## config.mk

```make
export PLATFORM = sky130hd
export DESIGN_NAME = matrix_uart_printer_flat
export DESIGN_NICKNAME = d
export VERILOG_FILES = /design/src/rtl/matrix_uart_printer_if.sv /design/src/rtl/matrix_uart_printer.sv /design/src/flat_wrapper.sv
export SDC_FILE = /design/constraint.sdc
export NUM_CORES = 1
export LEC_CHECK = 0
export CAP_MARGIN = 10
export CELL_PAD_IN_SITES_DETAIL_PLACEMENT = 1
export CELL_PAD_IN_SITES_GLOBAL_PLACEMENT = 1
export CORE_UTILIZATION = 41
export DETAILED_ROUTE_END_ITERATION = 8
export PLACE_DENSITY = 0.86
export SKIP_LAST_GASP = 1
export SYNTH_ARGS = -nofsm -noshare
export SYNTH_HDL_FRONTEND = slang
export SYNTH_SLANG_ARGS = --single-unit
export TNS_END_PERCENT = 100
```

## constraint.sdc

```tcl
create_clock -name clk -period 5 [get_ports clk]
set_clock_uncertainty 0.15 [all_clocks]
set_input_delay 1.5 -clock clk [delete_from_list [all_inputs] [get_ports clk]]
set_output_delay 1.5 -clock clk [all_outputs]
set_load 0.02 [all_outputs]
```

## src/rtl/matrix_uart_printer_if.sv

```systemverilog
// Control and storage-read bundle for matrix_uart_printer.
// The slave modport is the printer side; the master modport is the controller/storage side.
interface matrix_uart_printer_if;
    logic        i_start;
    logic [8:0]  i_base_addr;
    logic [31:0] i_m;
    logic [31:0] i_n;
    logic [8:0]  o_rd_addr;
    logic [31:0] i_rd_data;
    logic        o_busy;
    logic        o_done;
    logic        o_error;

    modport slave (
        input  i_start, i_base_addr, i_m, i_n, i_rd_data,
        output o_rd_addr, o_busy, o_done, o_error
    );

    modport master (
        output i_start, i_base_addr, i_m, i_n, i_rd_data,
        input  o_rd_addr, o_busy, o_done, o_error
    );
endinterface

```

## src/rtl/matrix_uart_printer.sv

```systemverilog
// Reads an m x n matrix of signed 32-bit words row-major and prints it as ASCII decimal over UART 8N1.
// Define MATRIX_PRINT_HEADER_EN to prefix the output with an "m*n\r\n" header line.
module matrix_uart_printer #(
    parameter int unsigned CLKS_PER_BIT = 217,
    parameter int unsigned MAX_DIM      = 5
) (
    input  logic                  clk,
    input  logic                  rst_n,
    matrix_uart_printer_if.slave  bus,
    output logic                  uart_tx_pin
);
    localparam int unsigned CntW = (CLKS_PER_BIT > 1) ? $clog2(CLKS_PER_BIT) : 1;
    localparam int unsigned DimW = $clog2(MAX_DIM + 1);

    typedef enum logic [3:0] {
        StIdle, StHdr, StRdReq, StRdWait, StSign, StDigit, StSep, StEolCr, StEolLf, StFinish
    } state_t;

    state_t            r_state;
    logic [8:0]        r_addr;
    logic [8:0]        r_rd_addr;
    logic [DimW-1:0]   r_m, r_n, r_row, r_col;
    logic              r_wait, r_neg, r_started;
    logic [31:0]       r_mag;
    logic [3:0]        r_pow, r_cnt;
    logic              r_busy, r_done, r_error;
`ifdef MATRIX_PRINT_HEADER_EN
    logic [2:0]        r_hdr_idx;
`endif

    logic              r_tx, r_tx_active;
    logic [3:0]        r_tx_bit;
    logic [CntW-1:0]   r_tx_clk;
    logic [7:0]        r_tx_data;

    logic              w_dim_bad, w_stop_end, w_tx_ready, w_want, w_tx_load, w_digit_done;
    logic [7:0]        w_byte;
    logic [31:0]       w_pow, w_rd_mag;

    function automatic logic [31:0] pow10(input logic [3:0] idx);
        case (idx)
            4'd0:    return 32'd1;
            4'd1:    return 32'd10;
            4'd2:    return 32'd100;
            4'd3:    return 32'd1000;
            4'd4:    return 32'd10000;
            4'd5:    return 32'd100000;
            4'd6:    return 32'd1000000;
            4'd7:    return 32'd10000000;
            4'd8:    return 32'd100000000;
            default: return 32'd1000000000;
        endcase
    endfunction

    assign w_dim_bad = (bus.i_m == 32'd0) || (bus.i_n == 32'd0) ||
                       (bus.i_m > MAX_DIM) || (bus.i_n > MAX_DIM);
    // Unsigned negation so 0x80000000 yields 2147483648.
    assign w_rd_mag  = bus.i_rd_data[31] ? (~bus.i_rd_data + 32'd1) : bus.i_rd_data;
    assign w_pow        = pow10(r_pow);
    assign w_digit_done = (r_mag < w_pow);
    assign w_stop_end   = r_tx_active && (r_tx_bit == 4'd9) &&
                          (r_tx_clk == CntW'(CLKS_PER_BIT - 1));
    // Loading on the last stop-bit cycle keeps frames back-to-back.
    assign w_tx_ready   = !r_tx_active || w_stop_end;
    assign w_tx_load    = w_want && w_tx_ready;

    always_comb begin
        w_want = 1'b0;
        w_byte = 8'h00;
        case (r_state)
`ifdef MATRIX_PRINT_HEADER_EN
            StHdr: begin
                w_want = 1'b1;
                case (r_hdr_idx)
                    3'd0:    w_byte = 8'h30 + 8'(r_m);
                    3'd1:    w_byte = 8'h2A;
                    3'd2:    w_byte = 8'h30 + 8'(r_n);
                    3'd3:    w_byte = 8'h0D;
                    default: w_byte = 8'h0A;
                endcase
            end
`endif
            StSign:  begin w_want = r_neg;  w_byte = 8'h2D; end
            StDigit: begin
                w_want = w_digit_done && ((r_cnt != 4'd0) || r_started || (r_pow == 4'd0));
                w_byte = 8'h30 + {4'd0, r_cnt};
            end
            StSep:   begin w_want = 1'b1; w_byte = 8'h20; end
            StEolCr: begin w_want = 1'b1; w_byte = 8'h0D; end
            StEolLf: begin w_want = 1'b1; w_byte = 8'h0A; end
            default: ;
        endcase
    end

    always_ff @(posedge clk or negedge rst_n) begin
        if (!rst_n) begin
            r_state <= StIdle;
            r_addr <= '0; r_rd_addr <= '0;
            r_m <= '0; r_n <= '0; r_row <= '0; r_col <= '0;
            r_wait <= 1'b0; r_neg <= 1'b0; r_started <= 1'b0;
            r_mag <= '0; r_pow <= '0; r_cnt <= '0;
            r_busy <= 1'b0; r_done <= 1'b0; r_error <= 1'b0;
`ifdef MATRIX_PRINT_HEADER_EN
            r_hdr_idx <= '0;
`endif
        end else begin
            r_done  <= 1'b0;
            r_error <= 1'b0;
            case (r_state)
                StIdle: if (bus.i_start && !r_done) begin
                    if (w_dim_bad) begin
                        r_done  <= 1'b1;
                        r_error <= 1'b1;
                    end else begin
                        r_busy <= 1'b1;
                        r_addr <= bus.i_base_addr;
                        r_m    <= DimW'(bus.i_m);
                        r_n    <= DimW'(bus.i_n);
                        r_row  <= '0;
                        r_col  <= '0;
`ifdef MATRIX_PRINT_HEADER_EN
                        r_hdr_idx <= '0;
                        r_state   <= StHdr;
`else
                        r_state <= StRdReq;
`endif
                    end
                end
`ifdef MATRIX_PRINT_HEADER_EN
                StHdr: if (w_tx_load) begin
                    r_hdr_idx <= r_hdr_idx + 3'd1;
                    if (r_hdr_idx == 3'd4) r_state <= StRdReq;
                end
`endif
                StRdReq: begin
                    r_rd_addr <= r_addr;
                    r_wait    <= 1'b0;
                    r_state   <= StRdWait;
                end
                StRdWait: if (!r_wait) begin
                    r_wait <= 1'b1;
                end else begin
                    r_neg     <= bus.i_rd_data[31];
                    r_mag     <= w_rd_mag;
                    r_pow     <= 4'd9;
                    r_cnt     <= 4'd0;
                    r_started <= 1'b0;
                    r_state   <= StSign;
                end
                StSign: if (!r_neg || w_tx_load) r_state <= StDigit;
                StDigit: if (!w_digit_done) begin
                    r_mag <= r_mag - w_pow;
                    r_cnt <= r_cnt + 4'd1;
                end else if (!w_want || w_tx_load) begin
                    if (r_pow == 4'd0) begin
                        r_state <= (r_col == r_n - 1'b1) ? StEolCr : StSep;
                    end else begin
                        r_pow <= r_pow - 4'd1;
                        r_cnt <= 4'd0;
                        if (r_cnt != 4'd0) r_started <= 1'b1;
                    end
                end
                StSep: if (w_tx_load) begin
                    r_col   <= r_col + 1'b1;
                    r_addr  <= r_addr + 9'd1;
                    r_state <= StRdReq;
                end
                StEolCr: if (w_tx_load) r_state <= StEolLf;
                StEolLf: if (w_tx_load) begin
                    if (r_row == r_m - 1'b1) begin
                        r_state <= StFinish;
                    end else begin
                        r_row   <= r_row + 1'b1;
                        r_col   <= '0;
                        r_addr  <= r_addr + 9'd1;
                        r_state <= StRdReq;
                    end
                end
                StFinish: if (!r_tx_active || w_stop_end) begin
                    r_done  <= 1'b1;
                    r_busy  <= 1'b0;
                    r_state <= StIdle;
                end
                default: r_state <= StIdle;
            endcase
        end
    end

    always_ff @(posedge clk or negedge rst_n) begin
        if (!rst_n) begin
            r_tx        <= 1'b1;
            r_tx_active <= 1'b0;
            r_tx_bit    <= '0;
            r_tx_clk    <= '0;
            r_tx_data   <= '0;
        end else if (w_tx_load) begin
            r_tx        <= 1'b0;
            r_tx_active <= 1'b1;
            r_tx_bit    <= '0;
            r_tx_clk    <= '0;
            r_tx_data   <= w_byte;
        end else if (r_tx_active) begin
            if (r_tx_clk == CntW'(CLKS_PER_BIT - 1)) begin
                r_tx_clk <= '0;
                if (r_tx_bit == 4'd9) begin
                    r_tx_active <= 1'b0;
                    r_tx        <= 1'b1;
                end else begin
                    r_tx_bit <= r_tx_bit + 4'd1;
                    r_tx     <= (r_tx_bit == 4'd8) ? 1'b1 : r_tx_data[r_tx_bit[2:0]];
                end
            end else begin
                r_tx_clk <= r_tx_clk + 1'b1;
            end
        end
    end

    assign bus.o_rd_addr = r_rd_addr;
    assign bus.o_busy    = r_busy;
    assign bus.o_done    = r_done;
    assign bus.o_error   = r_error;
    assign uart_tx_pin   = r_tx;
endmodule
```

## src/flat_wrapper.sv

```systemverilog
// flat-port wrapper written by rule: the top's interface ports become plain ports
module matrix_uart_printer_flat 
#(
    parameter int unsigned CLKS_PER_BIT = 217,
    parameter int unsigned MAX_DIM      = 5
)
  (clk, rst_n, uart_tx_pin, bus_i_start, bus_i_base_addr, bus_i_m, bus_i_n, bus_i_rd_data, bus_o_rd_addr, bus_o_busy, bus_o_done, bus_o_error);
  matrix_uart_printer_if bus_i ();
  input  logic clk;
  input  logic rst_n;
  output logic uart_tx_pin;
  input wire logic [$bits(bus_i.i_start)-1:0] bus_i_start;
  input wire logic [$bits(bus_i.i_base_addr)-1:0] bus_i_base_addr;
  input wire logic [$bits(bus_i.i_m)-1:0] bus_i_m;
  input wire logic [$bits(bus_i.i_n)-1:0] bus_i_n;
  input wire logic [$bits(bus_i.i_rd_data)-1:0] bus_i_rd_data;
  output wire logic [$bits(bus_i.o_rd_addr)-1:0] bus_o_rd_addr;
  output wire logic [$bits(bus_i.o_busy)-1:0] bus_o_busy;
  output wire logic [$bits(bus_i.o_done)-1:0] bus_o_done;
  output wire logic [$bits(bus_i.o_error)-1:0] bus_o_error;
  assign bus_i.i_start = bus_i_start;
  assign bus_i.i_base_addr = bus_i_base_addr;
  assign bus_i.i_m = bus_i_m;
  assign bus_i.i_n = bus_i_n;
  assign bus_i.i_rd_data = bus_i_rd_data;
  assign bus_o_rd_addr = bus_i.o_rd_addr;
  assign bus_o_busy = bus_i.o_busy;
  assign bus_o_done = bus_i.o_done;
  assign bus_o_error = bus_i.o_error;
  matrix_uart_printer #(.CLKS_PER_BIT(CLKS_PER_BIT), .MAX_DIM(MAX_DIM)) u_core (.clk(clk), .rst_n(rst_n), .bus(bus_i), .uart_tx_pin(uart_tx_pin));
endmodule
```

==> results of run 1 <==
placed cells by master, fill, tap and decap left out, types with 20 or more instances in the layout:
cell type / count
sky130_fd_sc_hd__clkdlybuf4s50_1: 119
sky130_fd_sc_hd__dfrtp_1: 98
sky130_fd_sc_hd__nor2_1: 89
sky130_fd_sc_hd__xor2_1: 29
sky130_fd_sc_hd__ha_1: 51
sky130_fd_sc_hd__xnor2_1: 35
sky130_fd_sc_hd__o21ai_0: 97
sky130_fd_sc_hd__inv_1: 32
sky130_fd_sc_hd__nor3_1: 24
sky130_fd_sc_hd__a21oi_1: 73
sky130_fd_sc_hd__nand2_1: 130
sky130_fd_sc_hd__nand3_1: 20
final timing paths:
path                                            end  slack (ps)  cells after the start
max in group asynchronous          u_core.r_mag[13]        2770                      2
worst max-delay path              u_core.r_state[3]         280                     15
worst min register to register  u_core.r_tx_data[1]         330                      2
worst max register to register    u_core.r_state[3]         280                     15
worst min-delay path            u_core.r_tx_data[1]         330                      2
min in group asynchronous           u_core.r_cnt[3]        1100                      1
cells by family (layout without fill, tap and decap cells):
| logic type | Yosys count | after routing | share of synthesized area |
|---|---|---|---|
| AOI/OAI and AO/OA | 286 | 286 | 0.229 |
| xor gates and xnor gates | 64 | 64 | 0.0728 |
| adders and majority gates | 52 | 52 | 0.0855 |
| buffers and inverters | 69 | 185 | 0.0351 |
| DFF | 100 | 100 | 0.325 |
| muxes | 23 | 23 | 0.0343 |
| and+or+nand+nor | 357 | 357 | 0.218 |
through the flow:
| step | hold slack, ps | cell area, sq um |
|---|---|---|
| 6_report | 332 | 9500 |
| 5_1_grt | 354 | 9500 |
| 4_1_cts | 340 | 9470 |
| 3_5_place_dp | 321 | 9170 |
| 3_3_place_gp | 307 | 9170 |
| 2_1_floorplan | 294 | 7700 |
sequential cells by signal, indices dropped and copies added (netlist names), 3 cells and up:
| name | cells |
|---|---|
| u_core.r_n | 3 |
| u_core.r_cnt | 4 |
| u_core.r_pow | 4 |
| u_core.r_tx_bit | 4 |
| u_core.r_tx_clk | 8 |
| u_core.r_row | 3 |
| u_core.r_mag | 32 |
| u_core.r_tx_data | 6 |
| u_core.r_m | 3 |
| u_core.bus.o_rd_addr | 9 |
| u_core.r_col | 3 |
| u_core.r_addr | 9 |
| u_core.r_state | 4 |
report_power, final:
part | switching (W) | total [W] | internal [W] | leakage [nW]
combinational | 0.0000789 | 0.000186 | 0.000107 | 2.50
sequential | 0.000000978 | 0.000810 | 0.000809 | 1.19
clock | 0.000355 | 0.000720 | 0.000366 | 0.148
total | 0.000435 | 0.00172 | 0.00128 | 3.84
area by class of cell:
| class | count | area (sq um) |
|---|---|---|
| Clock buffer | 10 | 239 |
| Clock inverter | 6 | 57.6 |
| Fill cell | 2194 | 8710 |
| Inverter | 32 | 120 |
| Multi-Input combinational cell | 782 | 4950 |
| Sequential cell | 100 | 2500 |
| Tap cell | 229 | 287 |
| Timing Repair Buffer | 137 | 1340 |
Yosys cell counts (6+ instances only):
cell	instances	area share
sky130_fd_sc_hd__ha_1	51	0.083
sky130_fd_sc_hd__inv_1	32	0.016
sky130_fd_sc_hd__nand2b_1	10	0.0081
sky130_fd_sc_hd__o21a_1	11	0.011
sky130_fd_sc_hd__o22ai_1	7	0.0057
sky130_fd_sc_hd__o21ai_0	97	0.063
sky130_fd_sc_hd__nand4_1	9	0.0073
sky130_fd_sc_hd__a31oi_1	9	0.0073
sky130_fd_sc_hd__nor3_1	24	0.016
sky130_fd_sc_hd__o41ai_1	6	0.0068
sky130_fd_sc_hd__nand3_1	20	0.013
sky130_fd_sc_hd__o21ai_1	9	0.0058
sky130_fd_sc_hd__or2_2	6	0.0049
sky130_fd_sc_hd__and2_1	6	0.0049
sky130_fd_sc_hd__o31ai_1	16	0.016
sky130_fd_sc_hd__dfrtp_1	99	0.32
sky130_fd_sc_hd__a21oi_1	73	0.047
sky130_fd_sc_hd__xnor2_1	35	0.040
sky130_fd_sc_hd__a211oi_1	8	0.0078
sky130_fd_sc_hd__nand2_1	130	0.063
sky130_fd_sc_hd__nor2_1	90	0.044
sky130_fd_sc_hd__mux2_2	17	0.025
sky130_fd_sc_hd__nor4_1	19	0.015
sky130_fd_sc_hd__a21o_1	9	0.0088
sky130_fd_sc_hd__nor2b_1	7	0.0057
sky130_fd_sc_hd__o211ai_1	7	0.0068
sky130_fd_sc_hd__or3_1	9	0.0073
sky130_fd_sc_hd__clkbuf_1	30	0.015
sky130_fd_sc_hd__xor2_1	29	0.033
critical path, stage by stage, from the launching register on:
cell	delay, ps
sky130_fd_sc_hd__dfrtp_1	480
sky130_fd_sc_hd__inv_1	120
sky130_fd_sc_hd__ha_1	300
sky130_fd_sc_hd__ha_1	230
sky130_fd_sc_hd__nor2_1	220
sky130_fd_sc_hd__inv_1	230
sky130_fd_sc_hd__ha_1	420
sky130_fd_sc_hd__and3_1	220
sky130_fd_sc_hd__nand2_1	100
sky130_fd_sc_hd__or3_1	360
sky130_fd_sc_hd__o31a_1	330
sky130_fd_sc_hd__o211ai_1	350
sky130_fd_sc_hd__a31oi_2	280
sky130_fd_sc_hd__a211oi_2	310
sky130_fd_sc_hd__o21ai_1	160
sky130_fd_sc_hd__a221o_1	370
layer usage:
layer / vias to the layer above / global-route usage / routed length (um)
met5: - / 0 / 0
met4: 0 / 0.0591 / 329
met3: 22 / 0.0300 / 600
met2: 123 / 0.414 / 11100
met1: 3667 / 0.331 / 11000
li1: 3667 / - / -
timing repair:
| action | 4_1_cts | 5_1_grt |
|---|---|---|
| setup buffers | 0 | 1 |
| endpoints found under the setup margin | 0 | 9 |
| resized for setup | 0 | 4 |
==> out/results.txt, run 1 <==
Counting the buffers created by CTS gives 9. The count of yosys warnings during synthesis was 0. The largest net degree at the start of global routing is 66, and the via count of the first global-routing pass is 7643. The initial antenna violation count was 0. The tools report the type of element capturing the critical path as a flip-flop.

The count of standard-cell rows was 49; the fmax was 212 MHz. The number of max-capacitance violations reported was 0; the post-synthesis register bit count was 100. Number of diodes: 0. The antenna violation net count after detailed routing was 0. The tools report the type of element launching the critical path as a flip-flop.

The worst slew margin relative to its limit was 0.344; the starting density of the core was 0.423. In the synthesized netlist the dominant register cell turns out to be sky130_fd_sc_hd__dfrtp_1. The number of enable-type register cells in the synthesized netlist is 0, and the worst-path maximum fanout is 7.

The buffer cell driving the clock tree root is sky130_fd_sc_hd__clkbuf_16. The clock passes through at most 2 buffers. The number of DRC markers in iteration 0 is 446, and the overall die width is 139 um. The mean cell area of the mapped netlist is 8.10 sq um, and the detailed-route wire length is 23.0 mm. In the post-route analysis, the smallest setup slack over all paths is 284 ps. The final hold violation count is 0, and the share of flip-flops with an asynchronous set or reset is 1.00. The number of nets at the end of the flow is 1222, and the number of iterations in the first detailed-routing pass is 9. The tools report the launch instance of the worst register-to-register path as u_core.r_pow[1]. Counting every net in the synthesized netlist gives 1111. The startpoint identified for the worst hold timing path is u_core.r_tx_data[1]. TritonCTS built the clock tree. The logs give 0 for the number of pins exceeding their max-slew limit in the final report and 0.00172 W for the power consumption. The first global-routing pass estimated 38.4 mm of wire. Clock tree synthesis found a total of 100 sinks. The floorplan step defined a die boundary enclosing 0.0193 sq mm. After clock tree synthesis, the clock-pin slew on the worst setup and hold paths is 80 ps. The beginning of the critical path is u_core.r_pow[1]. For the top-level I/O count, the log shows 121. The cell area after synthesis was 0.00770 sq mm; the cell leakage power was 3.84 nW.

From bottom edge to top edge, the die measures 139 um. Synthesis produced a netlist whose cell count is 951. The critical path in this run is classified as flip-flop to flip-flop. The run gives 0.244 as the all-layer global routing usage. The path class of the tightest hold or removal check is flip-flop to flip-flop. The worst path needs 4720 ps of the cycle, external delays included. Core box area: 0.0182 sq mm. The logs give 4820 ps for the data arrival time of the worst path and 17.7 mm for the estimated wirelength of the detail-placed design. After clock tree synthesis, the flow added hold-fix buffers numbering 0.

The flow ran to the end, but the final reports show violations. For this block, the via count after detailed routing is 7479. Before CTS, the worst setup slack after placement is 161 ps. The logs give 360 ps for the later-pin clock latency in the skew report and 0 for the sum of overflow across all layers after global routing. The ratio of total power to cell area works out to 181 mW/mm^2. The layout-stage area growth over the synthesis result was 23.4%; the H-tree level count was 3.

For the share of the yosys chip area belonging to registers, the log shows 0.325. The share of cells above drive strength 1 was 0.0694; the data required time at the worst endpoint was 5100 ps. The maximum resistive drop on vdd is 0.109 mV, and the remaining routing DRC violations is 4.

In the final routed layout, each cell accounts on average for 17.8 um. Using the TritonRoute via totals, the vias-per-cell ratio works out to 5.77. The period utilization is 0.943, and the number of cells in the design after placement is 1279. Setup total negative slack on the finished layout was measured at 0 ps.

Distinct cell type count after synthesis: 69. The filler-free cell count of the finished design was 1296. Setup violations remaining at the end of the flow were counted as 0. Buffers placed on the I/O ports in this run total 120.

The final reports fail on DRC. At the pin with the least slew margin, the transition time is 980 ps. The fraction of the core area covered by cells at the end of the flow was 0.522; the final weighted congestion in routability-driven placement was 0.888.
Note: power is estimated with default switching activity, not from simulation.
==> inputs of run 2 (changes only) <==
--- a/config.mk
+++ b/config.mk
@@ -5,7 +5,7 @@
 export SDC_FILE = /design/constraint.sdc
 export NUM_CORES = 1
 export LEC_CHECK = 0
-export CAP_MARGIN = 10
+export CAP_MARGIN = 20
 export CELL_PAD_IN_SITES_DETAIL_PLACEMENT = 1
 export CELL_PAD_IN_SITES_GLOBAL_PLACEMENT = 1
 export CORE_UTILIZATION = 41
==> results of run 2 <==
No change in the layout: final DEF, timing and power equal those of run 1.
==> inputs of run 3 (changes only) <==
--- a/config.mk
+++ b/config.mk
@@ -9,6 +9,7 @@
 export CELL_PAD_IN_SITES_DETAIL_PLACEMENT = 1
 export CELL_PAD_IN_SITES_GLOBAL_PLACEMENT = 1
 export CORE_UTILIZATION = 41
+export CTS_CLUSTER_DIAMETER = 80
 export DETAILED_ROUTE_END_ITERATION = 8
 export PLACE_DENSITY = 0.86
 export SKIP_LAST_GASP = 1
==> results of run 3 <==
No change in the layout: final DEF, timing and power equal those of run 1.
